## src/rtl/ctrl_pkg.sv

```systemverilog
// Shared definitions for the accumulator CPU sequencer: opcodes, FSM states
// and instruction field positions.
package ctrl_pkg;

    localparam int OPC_MSB = 11;
    localparam int OPC_LSB = 8;
    localparam int OPD_MSB = 7;
    localparam int OPD_LSB = 0;

    localparam logic [3:0] OP_ADI  = 4'h0;
    localparam logic [3:0] OP_ADD  = 4'h1;
    localparam logic [3:0] OP_SUB  = 4'h2;
    localparam logic [3:0] OP_AND  = 4'h3;
    localparam logic [3:0] OP_ORR  = 4'h4;
    localparam logic [3:0] OP_XOR  = 4'h5;
    localparam logic [3:0] OP_LSL  = 4'h6;
    localparam logic [3:0] OP_LSR  = 4'h7;
    localparam logic [3:0] OP_LDA  = 4'h8;
    localparam logic [3:0] OP_STA  = 4'h9;
    localparam logic [3:0] OP_JMP  = 4'hA;
    localparam logic [3:0] OP_JZ   = 4'hB;
    localparam logic [3:0] OP_JC   = 4'hC;
    localparam logic [3:0] OP_NOP0 = 4'hD;
    localparam logic [3:0] OP_NOP1 = 4'hE;
    localparam logic [3:0] OP_HLT  = 4'hF;

    typedef enum logic [2:0] {
        ST_FETCH,
        ST_DECODE,
        ST_MEM,
        ST_EXEC,
        ST_HALT
    } state_t;

endpackage

```

## src/rtl/mem_port.sv

```systemverilog
// Data-memory handshake: holds request, direction, address and store data
// stable until acknowledged, and captures read data into the MDR.
module mem_port (
    input  logic       clk,
    input  logic       srst,
    input  logic       start,
    input  logic       start_we,
    input  logic [7:0] start_addr,
    input  logic [7:0] start_wdata,
    input  logic       ack,
    input  logic [7:0] rdata,
    output logic       req,
    output logic       we,
    output logic [7:0] addr,
    output logic [7:0] wdata,
    output logic [7:0] mdr,
    output logic       done
);

    logic       req_reg;
    logic       we_reg;
    logic [7:0] addr_reg;
    logic [7:0] wdata_reg;
    logic [7:0] mdr_reg;

    // An ack only counts while a request is outstanding.
    assign done = req_reg & ack;

    always_ff @(posedge clk) begin
        if (srst) begin
            req_reg   <= 1'b0;
            we_reg    <= 1'b0;
            addr_reg  <= 8'h00;
            wdata_reg <= 8'h00;
            mdr_reg   <= 8'h00;
        end else if (start) begin
            req_reg   <= 1'b1;
            we_reg    <= start_we;
            addr_reg  <= start_addr;
            wdata_reg <= start_wdata;
        end else if (done) begin
            req_reg <= 1'b0;
            we_reg  <= 1'b0;
            if (!we_reg) begin
                mdr_reg <= rdata;
            end
        end
    end

    assign req   = req_reg;
    assign we    = we_reg;
    assign addr  = addr_reg;
    assign wdata = wdata_reg;
    assign mdr   = mdr_reg;

endmodule

```

## src/rtl/control_unit.sv

```systemverilog
// Multi-cycle FETCH/DECODE/MEM/EXEC sequencer owning ACC, PC and Z/C flags.
// Optional macro CTRL_SINGLE_STEP_EN adds step_i to gate each instruction fetch.
module control_unit
    import ctrl_pkg::*;
#(
    parameter logic [7:0] PC_RESET = 8'h00
) (
    input  logic        clk_i,
    input  logic        rst_i,
`ifdef CTRL_SINGLE_STEP_EN
    input  logic        step_i,
`endif
    output logic [7:0]  imem_addr_o,
    input  logic [11:0] imem_data_i,
    output logic        mem_req_o,
    output logic        mem_we_o,
    output logic [7:0]  mem_addr_o,
    output logic [7:0]  mem_wdata_o,
    input  logic [7:0]  mem_rdata_i,
    input  logic        mem_ack_i,
    output logic [2:0]  alu_func_o,
    output logic [7:0]  alu_a_imm_o,
    output logic [7:0]  alu_a_mem_o,
    output logic [7:0]  alu_b_o,
    input  logic [7:0]  alu_result_i,
    input  logic        alu_fz_i,
    input  logic        alu_fc_i,
    output logic [7:0]  acc_o,
    output logic [7:0]  pc_o,
    output logic        fz_o,
    output logic        fc_o,
    output logic        halted_o
);

    state_t      state_reg, state_next;
    logic [11:0] ir_reg, ir_next;
    logic [7:0]  pc_reg, pc_next;
    logic [7:0]  acc_reg, acc_next;
    logic        fz_reg, fz_next;
    logic        fc_reg, fc_next;

    logic        mem_start;
    logic        mem_start_we;
    logic        mem_done;
    logic [7:0]  mdr;
    logic        fetch_go;

    logic [3:0]  dec_op;
    logic [7:0]  dec_opd;
    logic [3:0]  ir_op;

    assign dec_op  = imem_data_i[OPC_MSB:OPC_LSB];
    assign dec_opd = imem_data_i[OPD_MSB:OPD_LSB];
    assign ir_op   = ir_reg[OPC_MSB:OPC_LSB];

`ifdef CTRL_SINGLE_STEP_EN
    assign fetch_go = step_i;
`else
    assign fetch_go = 1'b1;
`endif

    always_ff @(posedge clk_i) begin
        if (rst_i) begin
            state_reg <= ST_FETCH;
            ir_reg    <= 12'h000;
            pc_reg    <= PC_RESET;
            acc_reg   <= 8'h00;
            fz_reg    <= 1'b0;
            fc_reg    <= 1'b0;
        end else begin
            state_reg <= state_next;
            ir_reg    <= ir_next;
            pc_reg    <= pc_next;
            acc_reg   <= acc_next;
            fz_reg    <= fz_next;
            fc_reg    <= fc_next;
        end
    end

    always_comb begin
        state_next   = state_reg;
        ir_next      = ir_reg;
        pc_next      = pc_reg;
        acc_next     = acc_reg;
        fz_next      = fz_reg;
        fc_next      = fc_reg;
        mem_start    = 1'b0;
        mem_start_we = 1'b0;
        case (state_reg)
            ST_FETCH: begin
                if (fetch_go) begin
                    state_next = ST_DECODE;
                end
            end
            ST_DECODE: begin
                ir_next = imem_data_i;
                pc_next = pc_reg + 8'd1;
                case (dec_op)
                    OP_ADI: state_next = ST_EXEC;
                    OP_ADD, OP_SUB, OP_AND, OP_ORR,
                    OP_XOR, OP_LSL, OP_LSR, OP_LDA: begin
                        state_next = ST_MEM;
                        mem_start  = 1'b1;
                    end
                    OP_STA: begin
                        state_next   = ST_MEM;
                        mem_start    = 1'b1;
                        mem_start_we = 1'b1;
                    end
                    OP_JMP: begin
                        pc_next    = dec_opd;
                        state_next = ST_FETCH;
                    end
                    OP_JZ: begin
                        if (fz_reg) pc_next = dec_opd;
                        state_next = ST_FETCH;
                    end
                    OP_JC: begin
                        if (fc_reg) pc_next = dec_opd;
                        state_next = ST_FETCH;
                    end
                    OP_HLT:  state_next = ST_HALT;
                    default: state_next = ST_FETCH;
                endcase
            end
            ST_MEM: begin
                if (mem_done) begin
                    state_next = (ir_op == OP_STA) ? ST_FETCH : ST_EXEC;
                end
            end
            ST_EXEC: begin
                // LDA bypasses the ALU and keeps the carry.
                if (ir_op == OP_LDA) begin
                    acc_next = mdr;
                    fz_next  = (mdr == 8'h00);
                end else begin
                    acc_next = alu_result_i;
                    fz_next  = alu_fz_i;
                    fc_next  = alu_fc_i;
                end
                state_next = ST_FETCH;
            end
            ST_HALT: state_next = ST_HALT;
            default: state_next = ST_FETCH;
        endcase
    end

    mem_port u_mem_port (
        .clk         (clk_i),
        .srst        (rst_i),
        .start       (mem_start),
        .start_we    (mem_start_we),
        .start_addr  (dec_opd),
        .start_wdata (acc_reg),
        .ack         (mem_ack_i),
        .rdata       (mem_rdata_i),
        .req         (mem_req_o),
        .we          (mem_we_o),
        .addr        (mem_addr_o),
        .wdata       (mem_wdata_o),
        .mdr         (mdr),
        .done        (mem_done)
    );

    assign imem_addr_o = pc_reg;
    assign alu_func_o  = ir_reg[OPC_LSB+2:OPC_LSB];
    assign alu_a_imm_o = ir_reg[OPD_MSB:OPD_LSB];
    assign alu_a_mem_o = mdr;
    assign alu_b_o     = acc_reg;
    assign acc_o       = acc_reg;
    assign pc_o        = pc_reg;
    assign fz_o        = fz_reg;
    assign fc_o        = fc_reg;
    assign halted_o    = (state_reg == ST_HALT);

endmodule

```

## config.mk

```make
export PLATFORM = sky130hd
export DESIGN_NAME = control_unit
export DESIGN_NICKNAME = d
export VERILOG_FILES = /design/src/rtl/ctrl_pkg.sv /design/src/rtl/mem_port.sv /design/src/rtl/control_unit.sv
export SDC_FILE = /design/constraint.sdc
export NUM_CORES = 1
export LEC_CHECK = 0
export BUFFER_PORTS_ARGS = -buffer_cell sky130_fd_sc_hd__buf_2
export CAP_MARGIN = 15
export CORE_AREA = 2 2 71 89
export CTS_CLUSTER_SIZE = 24
export DETAILED_ROUTE_END_ITERATION = 7
export DIE_AREA = 0 0 73 91
export GPL_ROUTABILITY_DRIVEN = 0
export PLACE_DENSITY = 0.84
export SLEW_MARGIN = 20
export SYNTH_ARGS = -nofsm -noshare
export SYNTH_HDL_FRONTEND = slang
export SYNTH_SLANG_ARGS = --single-unit
```

## constraint.sdc

```tcl
create_clock -name clk_i -period 2.1 [get_ports clk_i]
set_clock_uncertainty 0.2 [all_clocks]
set_input_delay 0 -clock clk_i [delete_from_list [all_inputs] [get_ports clk_i]]
set_output_delay 0 -clock clk_i [all_outputs]
set_load 0.03 [all_outputs]
```

==> metrics <==
outcome=finished clean; post-synth top area share=42.9%; Avg Cell Area, Syn=8.34 um2; FF-to-FF End=imem_addr_o[4]; top-count cell post-synth=nand2_1; cells after synthesis=330; clock root buffer=clkbuf_8; Hold Startpoint=imem_data_i[10]; Worst Path Required=2.12 ns; Clock power frac=42.9%; worst-path fanout max=8; post-CTS setup buffer count=0; type of origin of the critical path=primary input; Detailed Route Iter0 Violations=201; Worst slew margin=60.6%; Vias=2,914; FF-to-FF path depth=5; final setup violation count=0; vias in the first global route=2,596; clk slew on worst S/H paths=0.07 ns; row count=31; Final Util=65.6%; Worst Max-Slew Pin Slew=0.591 ns; Max Cap Viol=0; Max Root-Sink Buffers=2; Post-synth EDFFs=0; number of unique standard cell types used by synthesis=44; Yosys top cell by area=dfxtp_1; pre-CTS WS=0.165 ns; H-tree depth=3; Pint=2330 uW; initial cell density of the core=47.6%; DRT Pass-1 Iters=4; Synth Flop Type=dfxtp_1; initial antenna violation count=0; Synth warnings=0; All-Layer GR Usage=23.7%; number of port buffers=104; CTS tree=done; Worst-Skew Late Latency=0.33 ns; synth top area cells=dfxtp_1 43%, nand2_1 8.5%, buf_4 7.4%; FF+latch count, synth=59; Die Wd=73 um; P_sw=876 uW; worst reg2reg startpoint=fz_o; routed vias/inst=5.66; IO Pins=105; Crit Path Class=in -> reg; die area=6640 um2; Logic pwr share=18.4%; cts bufs inserted=9; Max Fclk=0.479 GHz; Die Y-Extent=91 um; sequential share of the synthesized area=42.9%; Antenna Cells=0; Hold Vio Cnt, Final=0; Setup TNS Final=0 ns; Hold Crit Class=in -> reg; min cycle time layout=2.09 ns; Largest register FFs=12; grt ovf=0; fin worst setup slack=0.0132 ns; area grow syn2layout=37.6%; fin. max-slew vios=0; Min-Delay Endpoint=u_mem_port.we; DP HPWL=5060 um; Sw Ratio=27.3%; syn nets=364; leakage power=0.00166 uW; Core Region=5780 um2; Tcrit/Tclk final=99.4%; synthesized area=2750 um2; clock sinks=59; Total Wirelength=8010 um; CP arrival=2.11 ns; layout cells sized above 1=31.4%; first-pass GRT wire length=12,300 um; power density cells=846 nW/um2; Final #Nets=479; async set-reset flop share out of synthesis=0%; Cells on Worst Hold Path=5; unrepaired setup endpoints after global routing=true; sequential power share=38.7%; post-route ant nets=0; Worst setup EP type=flop; Residual DRC=0; internal reg-to-reg setup slack=0.24 ns; VDD IR max=0.000511 V; Synth top cells by count=62 x nand2_1, 59 x dfxtp_1, 31 x a21oi_1; routed length per placed instance=15.6 um; maximum number of pins on one net before global-route repair=34
-- logic make-up (layout without fill, tap and decap cells) --
family / count (synthesis) / count (layout) / synth area share [%]
muxes: 18 / 18 / 6.55
AOI/OAI and AO/OA: 67 / 67 / 15.0
adders and majority gates: 1 / 1 / 0.454
xor gates and xnor gates: 1 / 1 / 0.318
DFF: 59 / 59 / 42.9
and+or+nand+nor: 133 / 133 / 23.8
buffers and inverters: 51 / 170 / 11.0
-- timing repair --
action,4_1_cts,5_1_grt
hold buffers,34,0
endpoints found under the setup margin,0,13
hold endpoints to repair,58,0
resized for setup,0,3
-- metal layers --
layer / vias to the layer above / GRT usage [%] / part of all wire (%)
met3: 21 / 4.11 / 6.0
met1: 1385 / 27.7 / 41
met2: 146 / 40.4 / 51
met5: - / 0 / 0
met4: 0 / 12.2 / 2.4
li1: 1362 / - / -
-- cells in the final DEF, fill, tap and decap left out, types with 2 or more instances in the layout --
cell / instances
nand3b_1: 2
o21ai_0: 9
nor3_1: 5
or4b_2: 3
a31oi_1: 3
buf_4: 11
bufinv_16: 4
nor3b_1: 3
nand4_1: 2
nand2_1: 61
nand2b_1: 4
buf_2: 104
nor2b_1: 3
dfxtp_1: 59
nor2_1: 25
nand3_1: 6
nor3b_2: 3
o311ai_0: 3
nor4_1: 5
a21oi_1: 31
a211oi_1: 11
dlygate4sd3_1: 34
mux2i_1: 18
and3_1: 3
clkbuf_8: 10
a311oi_1: 2
inv_1: 5
-- power by group through the flow --
stage | logic [uW] | clock network, uW | registers (uW)
6_report | 590 | 1370 | 1240
5_1_grt | 633 | 1430 | 1250
4_1_cts | 580 | 1380 | 1240
3_5_place_dp | 530 | 0 | 1260
2_1_floorplan | 333 | 0 | 1320
3_3_place_gp | 521 | 0 | 1260
-- metrics by stage --
stage	cell area, um2	total power, uW	instances	hold slack [ns]
5_1_grt	3790	3320	515	0.0988
3_3_place_gp	3170	1780	466	0.0359
6_report	3790	3210	515	0.0702
4_1_cts	3780	3190	515	0.0500
3_5_place_dp	3170	1790	466	0.0475
2_1_floorplan	2750	1660	330	-0.0640
-- worst max-delay path: stages --
cell and delay, ns:
dlygate4sd3_1 0.55, buf_2 0.14, or4_4 0.55, and3_1 0.24, nor3_4 0.17, buf_6 0.17, mux2i_1 0.20, nor2_1 0.07
-- area by class of cell --
| type | count | area [um2] |
|---|---|---|
| multi-input cells | 220 | 1290 |
| fillers | 431 | 1990 |
| inverters | 5 | 18.8 |
| clock inverters | 5 | 125 |
| clock buffers | 10 | 138 |
| flip-flops and latches | 59 | 1180 |
| well taps | 66 | 82.6 |
| repair buffers | 150 | 955 |
-- how the worst max path moves through the flow --
stage,to,depth (start not counted),startpoint
6_report,u_mem_port.mdr[6],8,imem_data_i[11]
3_5_place_dp,imem_addr_o[4],6,imem_data_i[10]
5_1_grt,u_mem_port.mdr[3],8,imem_data_i[9]
4_1_cts,imem_addr_o[4],7,imem_data_i[9]
2_1_floorplan,acc_o[7],5,state_reg[1]
3_3_place_gp,imem_addr_o[6],6,imem_data_i[10]
Note: power is estimated with default switching activity, not from simulation.
